--- config.mk ---
export PLATFORM = sky130hd
export DESIGN_NAME = instr_prefetch_buffer
export DESIGN_NICKNAME = d
export VERILOG_FILES = /design/src/rtl/instr_prefetch_buffer.sv
export SDC_FILE = /design/constraint.sdc
export NUM_CORES = 1
export LEC_CHECK = 0
export CORE_MARGIN = 1.5
export CORE_UTILIZATION = 51
export DETAILED_ROUTE_END_ITERATION = 8
export HOLD_SLACK_MARGIN = 0.08
export PLACE_DENSITY = 0.69
export RECOVER_POWER = 25
export SLEW_MARGIN = 40
export SYNTH_ARGS = -nofsm -noshare
export SYNTH_HDL_FRONTEND = slang
export SYNTH_SLANG_ARGS = --single-unit
--- constraint.sdc ---
create_clock -name CK -period 6.9 [get_ports CK]
set_input_delay 2.07 -clock CK [delete_from_list [all_inputs] [get_ports CK]]
set_output_delay 2.07 -clock CK [all_outputs]
set_load 0.05 [all_outputs]
--- src/rtl/instr_prefetch_buffer.sv ---
`default_nettype none
// ============================================================================
// Module   : instr_prefetch_buffer
// Brief    : Sequential instruction prefetch FIFO between CPU fetch port and a
//            handshaked instruction memory; flushes on non-sequential PC.
//            Optional macro PREFETCH_BYPASS_EN forwards MEM_DATA straight to
//            the CPU when the FIFO is empty.
// Revision : 1.0  initial release
// ============================================================================
module instr_prefetch_buffer #(
    parameter int DEPTH = 4,
    parameter int AW    = 16,
    parameter int DW    = 16
) (
    input  logic          CK,
    input  logic          RST,
    input  logic          CPU_REQ,
    input  logic [AW-1:0] CPU_PC,
    output logic [DW-1:0] CPU_INST,
    output logic          CPU_VALID,
    output logic          MEM_REQ,
    output logic [AW-1:0] MEM_ADDR,
    input  logic          MEM_ACK,
    input  logic [DW-1:0] MEM_DATA
);

    localparam int                 c_PTR_W     = $clog2(DEPTH);
    localparam int                 c_CNT_W     = c_PTR_W + 1;
    localparam logic [c_CNT_W-1:0] c_DEPTH_CNT = c_CNT_W'(DEPTH);

    typedef enum logic [1:0] {
        S_IDLE  = 2'd0,
        S_FETCH = 2'd1,
        S_DROP  = 2'd2
    } state_t;

    state_t               r_state;
    state_t               w_state_nxt;
    logic [AW-1:0]        r_tag  [DEPTH];
    logic [DW-1:0]        r_data [DEPTH];
    logic [c_PTR_W-1:0]   r_rd;
    logic [c_PTR_W-1:0]   r_wr;
    logic [c_CNT_W-1:0]   r_count;
    logic [AW-1:0]        r_fill;
    logic [AW-1:0]        r_addr;
    logic                 r_pend;
    logic [AW-1:0]        r_pend_pc;
    logic                 r_valid;
    logic [DW-1:0]        r_inst;

    logic                 w_nonempty;
    logic [AW-1:0]        w_expect;
    logic                 w_hit;
    logic                 w_miss;
    logic                 w_bypass;
    logic                 w_fetch_ack;
    logic                 w_push;
    logic                 w_accept;
    logic                 w_issue;
    logic [AW-1:0]        w_fill_nxt;
    logic [c_CNT_W-1:0]   w_count_push;

    assign w_nonempty  = (r_count != '0);
    assign w_expect    = w_nonempty ? r_tag[r_rd] : r_fill;
    assign w_hit       = r_pend && w_nonempty && (r_tag[r_rd] == r_pend_pc);
    assign w_miss      = r_pend && !w_hit && (r_pend_pc != w_expect);
    assign w_fetch_ack = (r_state == S_FETCH) && MEM_ACK;
`ifdef PREFETCH_BYPASS_EN
    assign w_bypass    = r_pend && !w_nonempty && w_fetch_ack && (r_addr == r_pend_pc);
`else
    assign w_bypass    = 1'b0;
`endif
    assign w_push       = w_fetch_ack && !w_miss && !w_bypass;
    assign w_accept     = !r_valid && !r_pend && CPU_REQ;
    assign w_count_push = r_count + {{(c_CNT_W-1){1'b0}}, w_push};
    // A redirect wins over the sequential advance of the fill pointer.
    assign w_fill_nxt   = w_miss      ? r_pend_pc :
                          w_fetch_ack ? r_fill + AW'(1) : r_fill;

    // Next-state: at most one read outstanding, and only when a slot is free.
    always_comb begin
        w_state_nxt = r_state;
        w_issue     = 1'b0;
        case (r_state)
            S_IDLE: begin
                if (!w_miss && (r_count < c_DEPTH_CNT)) begin
                    w_state_nxt = S_FETCH;
                    w_issue     = 1'b1;
                end
            end
            S_FETCH: begin
                if (MEM_ACK) begin
                    if (!w_miss && (w_count_push < c_DEPTH_CNT)) begin
                        w_issue = 1'b1;
                    end else begin
                        w_state_nxt = S_IDLE;
                    end
                end else if (w_miss) begin
                    w_state_nxt = S_DROP;
                end
            end
            S_DROP: begin
                if (MEM_ACK) begin
                    w_state_nxt = S_IDLE;
                end
            end
            default: w_state_nxt = S_IDLE;
        endcase
    end

    always_ff @(posedge CK) begin
        if (RST) begin
            r_state <= S_IDLE;
            r_addr  <= '0;
        end else begin
            r_state <= w_state_nxt;
            if (w_issue) begin
                r_addr <= w_fill_nxt;
            end
        end
    end

    always_ff @(posedge CK) begin
        if (RST) begin
            r_rd      <= '0;
            r_wr      <= '0;
            r_count   <= '0;
            r_fill    <= '0;
            r_pend    <= 1'b0;
            r_pend_pc <= '0;
            r_valid   <= 1'b0;
            r_inst    <= '0;
        end else begin
            r_fill  <= w_fill_nxt;
            r_valid <= w_hit || w_bypass;
            if (w_miss) begin
                r_rd    <= '0;
                r_wr    <= '0;
                r_count <= '0;
            end else begin
                r_count <= w_count_push - {{(c_CNT_W-1){1'b0}}, w_hit};
                if (w_hit) begin
                    r_rd <= r_rd + c_PTR_W'(1);
                end
                if (w_push) begin
                    r_wr <= r_wr + c_PTR_W'(1);
                end
            end
            if (w_hit) begin
                r_inst <= r_data[r_rd];
            end else if (w_bypass) begin
                r_inst <= MEM_DATA;
            end
            if (w_hit || w_bypass) begin
                r_pend <= 1'b0;
            end else if (w_accept) begin
                r_pend    <= 1'b1;
                r_pend_pc <= CPU_PC;
            end
        end
    end

    always_ff @(posedge CK) begin
        if (w_push) begin
            r_tag[r_wr]  <= r_addr;
            r_data[r_wr] <= MEM_DATA;
        end
    end

    assign CPU_VALID = r_valid;
    assign CPU_INST  = r_inst;
    assign MEM_REQ   = (r_state != S_IDLE);
    assign MEM_ADDR  = r_addr;

endmodule
`default_nettype wire

==> results.md <==
- Status: complete, no violations
- Die extent in x: 131 um
- Hold Vio Cnt, Final: 0
- Hold WC Path Type: reg -> reg
- Startpoint types: primary input
- Cell Area, Synth: 8360 um2
- Total GRT Usage: 20.5%
- Clock transition at path regs: 0.06 ns
- Post-synthesis instance total: 590
- Worst-path cell chain: clkdlybuf4s50_1, and3b_1, nor2b_1, ha_1, ha_1, inv_1, a21boi_0, o21ai_0, o21ai_4, mux2_2
- Hold wc startpoint: r_state[1]
- Routed via count: 4957
- Cell variety after synth: 48
- Final net count: 702
- Final min period: 4.49 ns
- PD cells: 265 nW/um2
- DRC: 0
- Crit path top cell by count: ha_1
- Slew headroom: 49.5%
- Worst-case clock buffer depth: 3
- Initial antenna violation count: 0
- Max cap viols: 0
- Drt first-iter violations: 294
- Vias in the first global route: 5005
- # setup viols final: 0
- Congestion Overflow GR: 0
- Post-CTS Setup Bufs: 0
- Routability-driven placement congestion ratio: 0.882
- Num ports: 70
- Num Clock Sinks: 205
- Area grow syn2layout: 18.5%
- Slowest-stage cell, CP: clkdlybuf4s50_1
- First-pass GRT wire length: 26400 um
- N_diodes: 0
- Syn Nets: 635
- Critical path peak fanout: 16
- Hold Crit Depth: 1
- Rows: 46
- Final core occ: 62.2%
- Multi-input logic area: 2770 um2
- Syn Area/Cell: 14.2 um2
- Final ANT Viol Nets: 0
- RSZ-0062 raised after global routing: no
- Final worst-path cycle share: 65.1%
- Most frequent cells in the layout: edfxtp_1, dfxtp_1, nand2_1, clkdlybuf4s50_1, mux4_2
- Post-CTS Resized: 0
- Port bufs: 69
- Starting Density: 52.4%
- Yosys warns: 0
- Hold endpoint: r_state[0]
- Routed len/inst: 19.1 um
- Max Slew Vio Count: 0
- Commonest non-fill, non-tap cell in the layout: edfxtp_1
- LEAKAGE: 0.00337 uW
- Detailed placer's ending HPWL: 10600 um
- Maximum vdd drop: 0.228 mV
- Vias per cell: 5.58
- Reg area: 5390 um2
- Chip height: 131 um
- Crit path largest cell delay: 0.54 ns
- Crit path kind: in -> reg
- WP data required: 7.29 ns
- Setup_tns: 0 ns
- Share of cells above drive strength 1: 15.5%
- Drt total wl: 16900 um
- Setup crit end kind: register
- Sequential fraction of the synthesis area: 64.4%
- Root Driver: clkbuf_16
- Detailed Routing Iterations Pass 1: 5
- CTS Hold Bufs: 0
- Fill cells: 1221
- Largest net degree at the start of global routing: 49
- Core ar.: 15900 um2
- Worst path arrival time: 4.88 ns
- Fmax: 0.223 GHz
- Flop-to-flop setup slack: 2.91 ns
- Die area: 17200 um2
- H-Tree Depth: 1
- Clk_lat worst skew: 0.50 ns
- Number of buffers created by CTS: 22
- Reg2Reg Depth: 13
- CTS tree: yes
- Synthesized flop and latch total: 205
- R2r endpoint: MEM_ADDR[2]
- Worst Tran Pin Value: 0.757 ns
- Clock skew: 0.0107 ns
cells in the mapped netlist, drive strengths merged:
master,n,share of area [%]
nor3,8,0.54
clkbuf,24,1.1
mux2,3,0.40
nor4b,1,0.28
o21ai,16,1.1
mux2i,19,2.3
nor3b,16,1.4
edfxtp,128,46
clkinv,1,0.045
ha,9,1.3
a31oi,2,0.15
or3,2,0.15
o211ai,1,0.090
nor4,3,0.22
nor2,14,0.63
nand3b,1,0.090
nand3,22,1.3
a31o,19,2.0
and4,3,0.31
a211oi,1,0.090
nor2b,4,0.30
mux4,30,8.1
a21boi,1,0.090
inv,7,0.31
o21a,1,0.090
buf,10,0.99
and3,3,0.22
xnor2,30,3.5
xor2,22,2.3
o31ai,1,0.15
or2,1,0.075
nand4,11,0.82
and2,5,0.37
dfxtp,77,18
nand2b,2,0.15
and3b,1,0.10
a21oi,20,1.2
nand2,70,3.1
a311oi,1,0.10
final cells by class:
cell class	instances	share of cell area, %
Sequential cell	205	54.4
Timing Repair Buffer	77	7.55
Tap cell	216	2.73
Multi-Input combinational cell	343	28.0
Clock inverter	4	0.189
Inverter	8	0.303
Clock buffer	35	6.87
worst max-delay path: cells and delay by family:
kind | cells | cell delay (ns)
fa+ha+maj | 2 | 0.40
mux | 1 | 0.40
compound gates | 3 | 0.62
simple gates | 2 | 0.76
buf+inv | 2 | 0.61
kinds of logic (layout without fill, tap and decap cells):
logic type | count (synthesis) | count (layout) | share of synthesized area (%)
adder cells (fa/ha/maj) | 9 | 9 | 1.35
AO/OA/AOI/OAI | 63 | 63 | 5.09
flip-flops | 205 | 205 | 64.4
multiplexers | 52 | 52 | 10.8
XOR/XNOR | 52 | 52 | 5.81
AND/OR/NAND/NOR | 167 | 167 | 10.2
buffers and inverters | 42 | 124 | 2.42
metrics by stage:
step | instances | hold slack (ns) | area (um2) | setup WS [ns] | total power [uW]
finish | 888 | 0.513 | 9910 | 2.41 | 2630
global route | 888 | 0.544 | 9910 | 2.09 | 2710
CTS | 888 | 0.506 | 9910 | 2.40 | 2650
detailed placement | 849 | 0.487 | 9210 | 1.88 | 1540
global placement | 849 | 0.482 | 9210 | 1.97 | 1530
floorplan | 590 | 0.445 | 8360 | 2.78 | 1480
worst max path at each step:
stage          depth (start not counted)  startpoint           to
4_1_cts                               10     MEM_ACK  MEM_ADDR[2]
6_report                              10     MEM_ACK  MEM_ADDR[2]
3_5_place_dp                          10     MEM_ACK  MEM_ADDR[2]
5_1_grt                               10     MEM_ACK  MEM_ADDR[2]
3_3_place_gp                          10     MEM_ACK  MEM_ADDR[2]
2_1_floorplan                         10     MEM_ACK  MEM_ADDR[2]
layer usage:
metal	share of wire, %	wire length, um	track usage, %
met2	48	8190	34.3
met1	44	7390	27.5
met4	2.8	469	6.27
met5	0	0	0
met3	5.1	864	3.71
registers in the layout (all words and copies together), names as in the netlist, named ones only:
| name | flops |
|---|---|
| r_data | 64 |
| r_tag | 64 |
| CPU_INST | 16 |
| MEM_ADDR | 16 |
| r_fill | 16 |
| r_pend_pc | 16 |
| r_count | 3 |
| r_rd | 2 |
| r_state | 2 |
| r_wr | 2 |
| CPU_VALID | 1 |
| r_pend | 1 |
power breakdown:
group | internal, uW | switching, uW
combinational | 69.3 | 92.2
clock | 672 | 443
sequential | 1330 | 24.7
total | 2070 | 560
(Power assumes the default switching activity.)
